===== src/rtl/ascon_tx_serializer_if.sv =====
// ascon_tx_serializer_if: handshake and data bundle between the ASCON result path,
// the transmit serializer and the uart_core transmitter.
// The serializer uses the slave modport. The master modport is the environment side.
interface ascon_tx_serializer_if #(
  parameter int NBYTES_CIPHER = 184,
  parameter int NBYTES_TAG    = 16,
  parameter int NDBITS        = 8
);
  logic                       start_i;
  logic [NBYTES_CIPHER*8-1:0] cipher_i;
  logic [NBYTES_TAG*8-1:0]    tag_i;
  logic                       tx_busy_i;
  logic [NDBITS-1:0]          tx_byte_o;
  logic                       tx_load_o;
  logic                       busy_o;
  logic                       done_o;

  modport master (
    output start_i, cipher_i, tag_i, tx_busy_i,
    input  tx_byte_o, tx_load_o, busy_o, done_o
  );

  modport slave (
    input  start_i, cipher_i, tag_i, tx_busy_i,
    output tx_byte_o, tx_load_o, busy_o, done_o
  );
endinterface


===== src/rtl/ascon_tx_serializer.sv =====
// ascon_tx_serializer: latches one cipher+tag frame on start and streams it
// MSB byte first into uart_core using the Din/LD/TxBusy handshake.
//
// Optional feature: define ASCON_TX_CHECKSUM_EN to append one XOR checksum
// byte covering all data bytes. Without the macro the frame is the data only.
//
// All outputs are registered. tx_load_o is high during the first WAIT_HI cycle.
// Frame bytes are NDBITS wide. The cipher and tag ports assume NDBITS == 8.
module ascon_tx_serializer #(
  parameter int NBYTES_CIPHER = 184,
  parameter int NBYTES_TAG    = 16,
  parameter int NDBITS        = 8
) (
  input  logic                        clock_i,
  input  logic                        resetb_i,
  ascon_tx_serializer_if.slave        bus
);

  localparam int NDATA = NBYTES_CIPHER + NBYTES_TAG;
  localparam int NBITS = NDATA * NDBITS;
`ifdef ASCON_TX_CHECKSUM_EN
  localparam int NFRAME = NDATA + 1;
  localparam logic [7:0] DATA_LEN = 8'(NDATA);
`else
  localparam int NFRAME = NDATA;
`endif
  localparam logic [7:0] FRAME_LEN = 8'(NFRAME);

  typedef enum logic [2:0] {
    S_IDLE    = 3'd0,
    S_LOAD    = 3'd1,
    S_WAIT_HI = 3'd2,
    S_WAIT_LO = 3'd3,
    S_DONE    = 3'd4
  } state_t;

  state_t              state_q, state_d;
  logic [7:0]          cnt_q, cnt_d;
  logic [NBITS-1:0]    shreg_q, shreg_d;
  logic [NDBITS-1:0]   tx_byte_q, tx_byte_d;
  logic                tx_load_q, tx_load_d;
  logic                busy_q, busy_d;
  logic                done_q, done_d;
  logic [NDBITS-1:0]   next_byte_s;

`ifdef ASCON_TX_CHECKSUM_EN
  logic [NDBITS-1:0]   csum_q, csum_d;

  // Running checksum step: fold one transmitted byte into the accumulator.
  function automatic logic [NDBITS-1:0] csum_fold(input logic [NDBITS-1:0] acc,
                                                  input logic [NDBITS-1:0] b);
    return acc ^ b;
  endfunction

  // Byte to load: the data bytes come from the shift register, and the final byte is the checksum.
  always_comb begin
    next_byte_s = shreg_q[NBITS-1 -: NDBITS];
    if (cnt_q == DATA_LEN) begin
      next_byte_s = csum_q;
    end else begin
      next_byte_s = shreg_q[NBITS-1 -: NDBITS];
    end
  end
`else
  // Byte to load is always the top byte of the shift register.
  always_comb begin
    next_byte_s = shreg_q[NBITS-1 -: NDBITS];
  end
`endif

  // Next-state and output decode for the frame sequencer.
  always_comb begin
    state_d   = state_q;
    cnt_d     = cnt_q;
    shreg_d   = shreg_q;
    tx_byte_d = tx_byte_q;
    tx_load_d = 1'b0;
    busy_d    = busy_q;
    done_d    = 1'b0;
`ifdef ASCON_TX_CHECKSUM_EN
    csum_d    = csum_q;
`endif
    case (state_q)
      S_IDLE: begin
        if (bus.start_i) begin
          shreg_d = {bus.cipher_i, bus.tag_i};
          cnt_d   = 8'd0;
          busy_d  = 1'b1;
          state_d = S_LOAD;
`ifdef ASCON_TX_CHECKSUM_EN
          csum_d  = {NDBITS{1'b0}};
`endif
        end else begin
          busy_d  = 1'b0;
          state_d = S_IDLE;
        end
      end
      S_LOAD: begin
        tx_byte_d = next_byte_s;
        tx_load_d = 1'b1;
        state_d   = S_WAIT_HI;
`ifdef ASCON_TX_CHECKSUM_EN
        if (cnt_q < DATA_LEN) begin
          csum_d = csum_fold(csum_q, next_byte_s);
        end else begin
          csum_d = csum_q;
        end
`endif
      end
      S_WAIT_HI: begin
        // A busy flag that is already high in the first cycle counts as the acknowledge.
        if (bus.tx_busy_i) begin
          state_d = S_WAIT_LO;
        end else begin
          state_d = S_WAIT_HI;
        end
      end
      S_WAIT_LO: begin
        if (!bus.tx_busy_i) begin
          shreg_d = shreg_q << NDBITS;
          cnt_d   = cnt_q + 8'd1;
          if (cnt_d == FRAME_LEN) begin
            // Registered done and busy change together in the DONE cycle.
            busy_d  = 1'b0;
            done_d  = 1'b1;
            state_d = S_DONE;
          end else begin
            state_d = S_LOAD;
          end
        end else begin
          state_d = S_WAIT_LO;
        end
      end
      S_DONE: begin
        // A start in this cycle is dropped. The requester must retry from IDLE.
        busy_d  = 1'b0;
        state_d = S_IDLE;
      end
      default: begin
        busy_d  = 1'b0;
        state_d = S_IDLE;
      end
    endcase
  end

  // Sequencer, shadow register and output flops with asynchronous clear.
  always_ff @(posedge clock_i or negedge resetb_i) begin
    if (!resetb_i) begin
      state_q   <= S_IDLE;
      cnt_q     <= 8'd0;
      shreg_q   <= {NBITS{1'b0}};
      tx_byte_q <= {NDBITS{1'b0}};
      tx_load_q <= 1'b0;
      busy_q    <= 1'b0;
      done_q    <= 1'b0;
    end else begin
      state_q   <= state_d;
      cnt_q     <= cnt_d;
      shreg_q   <= shreg_d;
      tx_byte_q <= tx_byte_d;
      tx_load_q <= tx_load_d;
      busy_q    <= busy_d;
      done_q    <= done_d;
    end
  end

`ifdef ASCON_TX_CHECKSUM_EN
  // Checksum accumulator with asynchronous clear.
  always_ff @(posedge clock_i or negedge resetb_i) begin
    if (!resetb_i) begin
      csum_q <= {NDBITS{1'b0}};
    end else begin
      csum_q <= csum_d;
    end
  end
`endif

  assign bus.tx_byte_o = tx_byte_q;
  assign bus.tx_load_o = tx_load_q;
  assign bus.busy_o    = busy_q;
  assign bus.done_o    = done_q;

endmodule


===== src/flat_wrapper.sv =====
// flat-port wrapper written by rule: the top's interface ports become plain ports
module ascon_tx_serializer_flat 
#(
  parameter int NBYTES_CIPHER = 184,
  parameter int NBYTES_TAG    = 16,
  parameter int NDBITS        = 8
)
  (clock_i, resetb_i, bus_start_i, bus_cipher_i, bus_tag_i, bus_tx_busy_i, bus_tx_byte_o, bus_tx_load_o, bus_busy_o, bus_done_o);
  ascon_tx_serializer_if #(.NBYTES_CIPHER(NBYTES_CIPHER), .NBYTES_TAG(NBYTES_TAG), .NDBITS(NDBITS)) bus_i ();
  input  logic clock_i;
  input  logic resetb_i;
  input wire logic [$bits(bus_i.start_i)-1:0] bus_start_i;
  input wire logic [$bits(bus_i.cipher_i)-1:0] bus_cipher_i;
  input wire logic [$bits(bus_i.tag_i)-1:0] bus_tag_i;
  input wire logic [$bits(bus_i.tx_busy_i)-1:0] bus_tx_busy_i;
  output wire logic [$bits(bus_i.tx_byte_o)-1:0] bus_tx_byte_o;
  output wire logic [$bits(bus_i.tx_load_o)-1:0] bus_tx_load_o;
  output wire logic [$bits(bus_i.busy_o)-1:0] bus_busy_o;
  output wire logic [$bits(bus_i.done_o)-1:0] bus_done_o;
  assign bus_i.start_i = bus_start_i;
  assign bus_i.cipher_i = bus_cipher_i;
  assign bus_i.tag_i = bus_tag_i;
  assign bus_i.tx_busy_i = bus_tx_busy_i;
  assign bus_tx_byte_o = bus_i.tx_byte_o;
  assign bus_tx_load_o = bus_i.tx_load_o;
  assign bus_busy_o = bus_i.busy_o;
  assign bus_done_o = bus_i.done_o;
  ascon_tx_serializer #(.NBYTES_CIPHER(NBYTES_CIPHER), .NBYTES_TAG(NBYTES_TAG), .NDBITS(NDBITS)) u_core (.clock_i(clock_i), .resetb_i(resetb_i), .bus(bus_i));
endmodule

===== config.mk =====
export PLATFORM = sky130hd
export DESIGN_NAME = ascon_tx_serializer_flat
export DESIGN_NICKNAME = d
export VERILOG_FILES = /design/src/rtl/ascon_tx_serializer_if.sv /design/src/rtl/ascon_tx_serializer.sv /design/src/flat_wrapper.sv
export SDC_FILE = /design/constraint.sdc
export NUM_CORES = 2
export LEC_CHECK = 0
export BUFFER_PORTS_ARGS = -buffer_cell sky130_fd_sc_hd__buf_2
export CORE_AREA = 2 2 620 622
export DETAILED_ROUTE_END_ITERATION = 10
export DIE_AREA = 0 0 622 624
export GPL_ROUTABILITY_DRIVEN = 0
export PLACE_DENSITY = 0.38
export SETUP_SLACK_MARGIN = 0.4
export SYNTH_ARGS = -nofsm -noshare
export SYNTH_HDL_FRONTEND = slang
export SYNTH_SLANG_ARGS = --single-unit
export TNS_END_PERCENT = 5

===== constraint.sdc =====
create_clock -name clock_i -period 2.1 [get_ports clock_i]
set_clock_uncertainty 0.1 [all_clocks]
set_input_delay 0.21 -clock clock_i [delete_from_list [all_inputs] [get_ports clock_i]]
set_output_delay 0.21 -clock clock_i [all_outputs]
set_load 0.05 [all_outputs]

==> results.rst <==
.. list-table::
   :header-rows: 1

   * - Metric
     - Value
   * - Clock Path Buffers
     - 4
   * - Capture point of the critical path
     - u_core.shreg_q[704]
   * - Worst setup path startpoint
     - u_core.state_q[1]
   * - Wire length of the first global-routing pass
     - 522,000 um
   * - Number of DRC markers in iteration 0
     - between 5,000 and 6,000
   * - Setup violation total in the final timing report
     - 530
   * - Multiplexer fraction of the synthesized cell area
     - 0.138%
   * - Required @ worst endpoint
     - 2.76 ns
   * - Clock buffer count from CTS
     - 203
   * - Pin count of the biggest net entering global routing
     - 90
   * - Post-synth design cell area
     - a little over 70,000 sq um
   * - Starting Density
     - 19.0%
   * - Distinct cells, synth
     - 35
   * - Layout cell share with drive strength beyond 1
     - between 10% and 20%
   * - Die ar.
     - 388,000 sq um
   * - Maximum resistive drop on vdd
     - 735 uV
   * - Critical Path Sink Type
     - flop
   * - Post-synth top area share
     - between 50% and 60%
   * - Path type of the worst min-delay path
     - input port to flop
   * - Detailed placement HPWL
     - 263,000 um
   * - Int Pwr
     - 98.6 mW
   * - Clock H-tree levels
     - 4
   * - Die boundary height
     - 624 um
   * - Compound-gate portion of the synthesized area
     - 14.1%
   * - Max frequency
     - 448 MHz
   * - Critical setup path kind
     - flop to flop
   * - Insertion delay of the later-clocked pin in the worst-skew pair
     - 0.87 ns
   * - Via total after detailed routing
     - 77,700
   * - Number of pins exceeding their max-slew limit in the final report
     - 0
   * - Global-route congestion overflow total
     - 0
   * - Worst setup SP type
     - flop
   * - Total leakage power
     - 53.5 nW
   * - Reg power frac
     - 33.8%
   * - Simple-gate share of the synthesized area
     - 25.1%
   * - Endpoint of the lowest-slack register-to-register path
     - u_core.shreg_q[704]
   * - Switch Pwr
     - 68.8 mW
   * - WP data arrival
     - 2.89 ns
   * - Fraction of the cycle the final worst path needs
     - 106%
   * - Max-cap violations
     - 0
   * - Count of port buffers added during placement
     - ~1,600
   * - Slew @ Worst Pin
     - 0.582 ns
   * - Number of search-and-repair iterations in the first detailed-routing pass
     - 6
   * - Number of global-route vias before repair
     - 80,400
   * - Largest area contributor in the netlist
     - sky130_fd_sc_hd__dfrtp_1
   * - Outcome
     - finished with violations
   * - Combinational family with the most area after synthesis
     - simple AND/OR/NAND/NOR gates
   * - Logic depth of the worst register-to-register path
     - 9
   * - Power consumption
     - 167 mW
   * - Total Nets Final
     - between 10,000 and 15,000
   * - Critical register-to-register path startpoint
     - u_core.state_q[1]
   * - Mean cell area of the mapped netlist
     - 8.23 sq um
   * - Number of sinks driven by the clock tree
     - 1,622
   * - Fraction of power spent switching nets
     - 41.1%
   * - Clk pwr share
     - 21.5%
   * - Total of warnings raised by yosys
     - 0
   * - Combinational cell fraction of total power
     - between 40% and 50%
   * - Post-synthesis share of cell area spent on full adders, half adders and majority gates
     - 0.0346%
   * - WL per Instance
     - 19.8 um
   * - Number of cells produced by synthesis
     - 8,791
   * - TritonCTS clock tree
     - done
   * - Number of nets with antenna violations after routing
     - 0
   * - Cell chain of the critical path
     - nand2_2 -> or2_4 -> a21oi_4 -> buf_4 -> buf_16 -> buf_16 -> buf_12 -> nor2_1 -> a31oi_1
   * - Areal power density over the cells
     - 1390 nW/um^2
   * - Flip-flop and latch count after synthesis
     - 1,622
   * - Setup tns final
     - -19.44 ns
   * - Number of hold violations in the final report
     - 0
   * - Final Worst Setup Slack
     - -0.130 ns
   * - Top-level port count
     - 1,615
   * - Maximum cell stage delay along the critical path
     - 0.40 ns
   * - Final-layout fill cell count
     - 40,400
   * - Overall global routing resource usage
     - 17.6%
   * - Failing checks
     - setup timing
   * - Die Wd
     - a little over 600 um
   * - Worst path most repeated cell
     - sky130_fd_sc_hd__buf_16
   * - R2R setup slack
     - -0.13 ns
   * - Share of synthesized area occupied by flip-flops and latches
     - 56.1%
   * - Max_slew headroom
     - about three fifths
   * - Setup repair after global routing missed its margin
     - true
   * - Final period demand of the worst path
     - 2.23 ns
   * - Sum of routed wire length over all layers
     - approximately 360,000 um
   * - Syn Nets
     - 10,400
   * - Avg Vias per Cell
     - 4.31
   * - Master cell of the clock root buffer
     - sky130_fd_sc_hd__clkbuf_16
   * - Top cells by area, synth
     - sky130_fd_sc_hd__dfrtp_1, sky130_fd_sc_hd__nand2_1, sky130_fd_sc_hd__a31oi_1
   * - Std-Cell Rows
     - roughly 230
   * - Core region area
     - 381,000 sq um
   * - Clk pin slew, worst setup/hold paths
     - 0.06 ns
   * - Maximum fanout count along the critical path
     - 38
   * - Growth of design area from synthesis to finish
     - 66.2%
   * - Cell type of the slowest stage on the worst timing path
     - sky130_fd_sc_hd__dfrtp_1
   * - Initial antenna violation count
     - 154
   * - Number of design rule violations left after detail routing
     - 0
   * - Xor/xnor cell area share of the yosys netlist
     - 0.0484%
==> per-layer routing <==
layer | share of wire (%) | track usage (%) | up-vias | wire length [um]
met1 | 42 | 21.4 | 37400 | 148000
met5 | 0.077 | 0 | - | 275
met3 | 4.0 | 2.42 | 810 | 14300
met4 | 4.7 | 7.88 | 46 | 16700
met2 | 50 | 31.0 | 2116 | 177000
li1 | - | - | 37400 | -
==> power groups by stage <==
stage          Sequential [mW]  Clock, mW  Combinational [mW]
3_5_place_dp              57.1          0                71.2
5_1_grt                   58.6       38.3                84.0
3_3_place_gp              57.2          0                70.9
2_1_floorplan             53.5          0                44.9
4_1_cts                   56.7       37.1                75.0
6_report                  56.7       36.0                74.8
==> cells in the final DEF (no fill, tap or decap), drive strengths merged <==
cell / count
nand2: 3193
nand4: 2
clkinv: 31
o32a: 1
and2: 1
nor2: 1604
clkbuf: 317
xnor2: 1
and3b: 1
bufbuf: 1
xor2: 3
buf: 2152
a21o: 1
clkinvlp: 3
dfrtp: 1622
a2111oi: 1
o21ai: 13
nand2b: 1
dlygate4sd3: 2266
diode: 121
inv: 7
a21oi: 1
ha: 2
mux2: 8
o31ai: 1
a31o: 1
nor4b: 1
nor2b: 2
o221a: 1
a22o: 10
nand3: 2
bufinv: 12
mux2i: 1
and3: 2
a31oi: 1593
or2: 2
nor3: 4
==> cells in the mapped netlist <==
cell type / n
sky130_fd_sc_hd__buf_4: 32
sky130_fd_sc_hd__nand2_1: 3193
sky130_fd_sc_hd__inv_1: 2
sky130_fd_sc_hd__nand4_1: 2
sky130_fd_sc_hd__and3b_1: 1
sky130_fd_sc_hd__mux2_2: 8
sky130_fd_sc_hd__a22o_1: 10
sky130_fd_sc_hd__a31oi_1: 1593
sky130_fd_sc_hd__and2_1: 1
sky130_fd_sc_hd__a21o_1: 1
sky130_fd_sc_hd__nor4b_1: 1
sky130_fd_sc_hd__a21oi_4: 1
sky130_fd_sc_hd__and3_1: 2
sky130_fd_sc_hd__o32a_1: 1
sky130_fd_sc_hd__o21ai_0: 13
sky130_fd_sc_hd__buf_2: 364
sky130_fd_sc_hd__nor3_1: 3
sky130_fd_sc_hd__clkbuf_1: 311
sky130_fd_sc_hd__o221a_2: 1
sky130_fd_sc_hd__or2_1: 1
sky130_fd_sc_hd__xor2_1: 3
sky130_fd_sc_hd__ha_1: 2
sky130_fd_sc_hd__nand2b_1: 1
sky130_fd_sc_hd__o31ai_1: 1
sky130_fd_sc_hd__nor3_2: 1
sky130_fd_sc_hd__nand3_1: 2
sky130_fd_sc_hd__mux2i_1: 1
sky130_fd_sc_hd__nor2b_1: 2
sky130_fd_sc_hd__buf_1: 7
sky130_fd_sc_hd__a2111oi_0: 1
sky130_fd_sc_hd__xnor2_1: 1
sky130_fd_sc_hd__dfrtp_1: 1622
sky130_fd_sc_hd__or2_2: 1
sky130_fd_sc_hd__a31o_2: 1
sky130_fd_sc_hd__nor2_1: 1604
==> registers in the layout, summed over array words and instances (netlist names) <==
name / count
u_core.cnt_q: 8
u_core.bus.busy_o: 1
u_core.bus.done_o: 1
u_core.state_q: 3
u_core.bus.tx_load_o: 1
u_core.shreg_q: 1600
u_core.bus.tx_byte_o: 8
==> final cells by class <==
| cell class | instances | area [sq um] | share of cell area [%] |
|---|---|---|---|
| Sequential cell | 1622 | 40600 | 33.8 |
| Antenna cell | 121 | 303 | 0.252 |
| Multi-Input combinational cell | 6453 | 28500 | 23.7 |
| Clock buffer | 307 | 5990 | 4.99 |
| Inverter | 2 | 7.51 | 0.00624 |
| Tap cell | 5038 | 6300 | 5.24 |
| Clock inverter | 51 | 679 | 0.565 |
| Timing Repair Buffer | 4429 | 37900 | 31.5 |
==> cells by family (layout without fill, tap and decap cells) <==
kind of cell	after synthesis	count (layout)
adders and majority gates	2	2
and+or+nand+nor	4815	4815
DFF	1622	1622
buffers and inverters	716	4789
muxes	9	9
AOI/OAI and AO/OA	1623	1623
xor gates and xnor gates	4	4
other	0	121
==> critical path, delay by kind of cell, from the launching register on <==
kind / cells / cell delay (ns)
AO/OA/AOI/OAI: 2 / 0.38
AND/OR/NAND/NOR: 3 / 0.37
buffers and inverters: 4 / 0.76
flip-flops: 1 / 0.40
==> through the flow <==
| stage | hold slack (ns) | setup WS (ns) | cell area, sq um | util [%] | std cells |
|---|---|---|---|---|---|
| final | 0.0997 | -0.130 | 120000 | 31.5 | 18000 |
| after global routing | 0.0468 | -0.234 | 120000 | 31.5 | 18000 |
| after CTS | 0.00000933 | -0.0895 | 119000 | 31.3 | 17900 |
| after detailed placement | 0.0423 | -0.0757 | 89900 | 23.6 | 15300 |
| after global placement | 0.0426 | -0.0678 | 89900 | 23.6 | 15300 |
| after floorplan | -0.186 | 0.302 | 72700 | - | 8791 |
==> worst min path at each step <==
stage	start	end	cells after the start
floorplan	resetb_i	u_core.bus.busy_o	0
global placement	resetb_i	u_core.shreg_q[389]	1
global route	bus_cipher_i[650]	u_core.shreg_q[778]	4
detailed placement	resetb_i	u_core.shreg_q[389]	1
finish	bus_cipher_i[1182]	u_core.shreg_q[1310]	4
CTS	bus_cipher_i[119]	u_core.shreg_q[247]	4
==> what timing repair did <==
action                                  in CTS  in global routing
endpoints found under the setup margin    1620               1623
gates cloned                                 1                 10
pin swaps                                    0                  1
endpoints found under the hold margin     3235                  0
setup buffers                                0                 16
gates resized for setup                     13                 42
hold buffers                              2267                  0
Power figures use the tool's default switching activity.
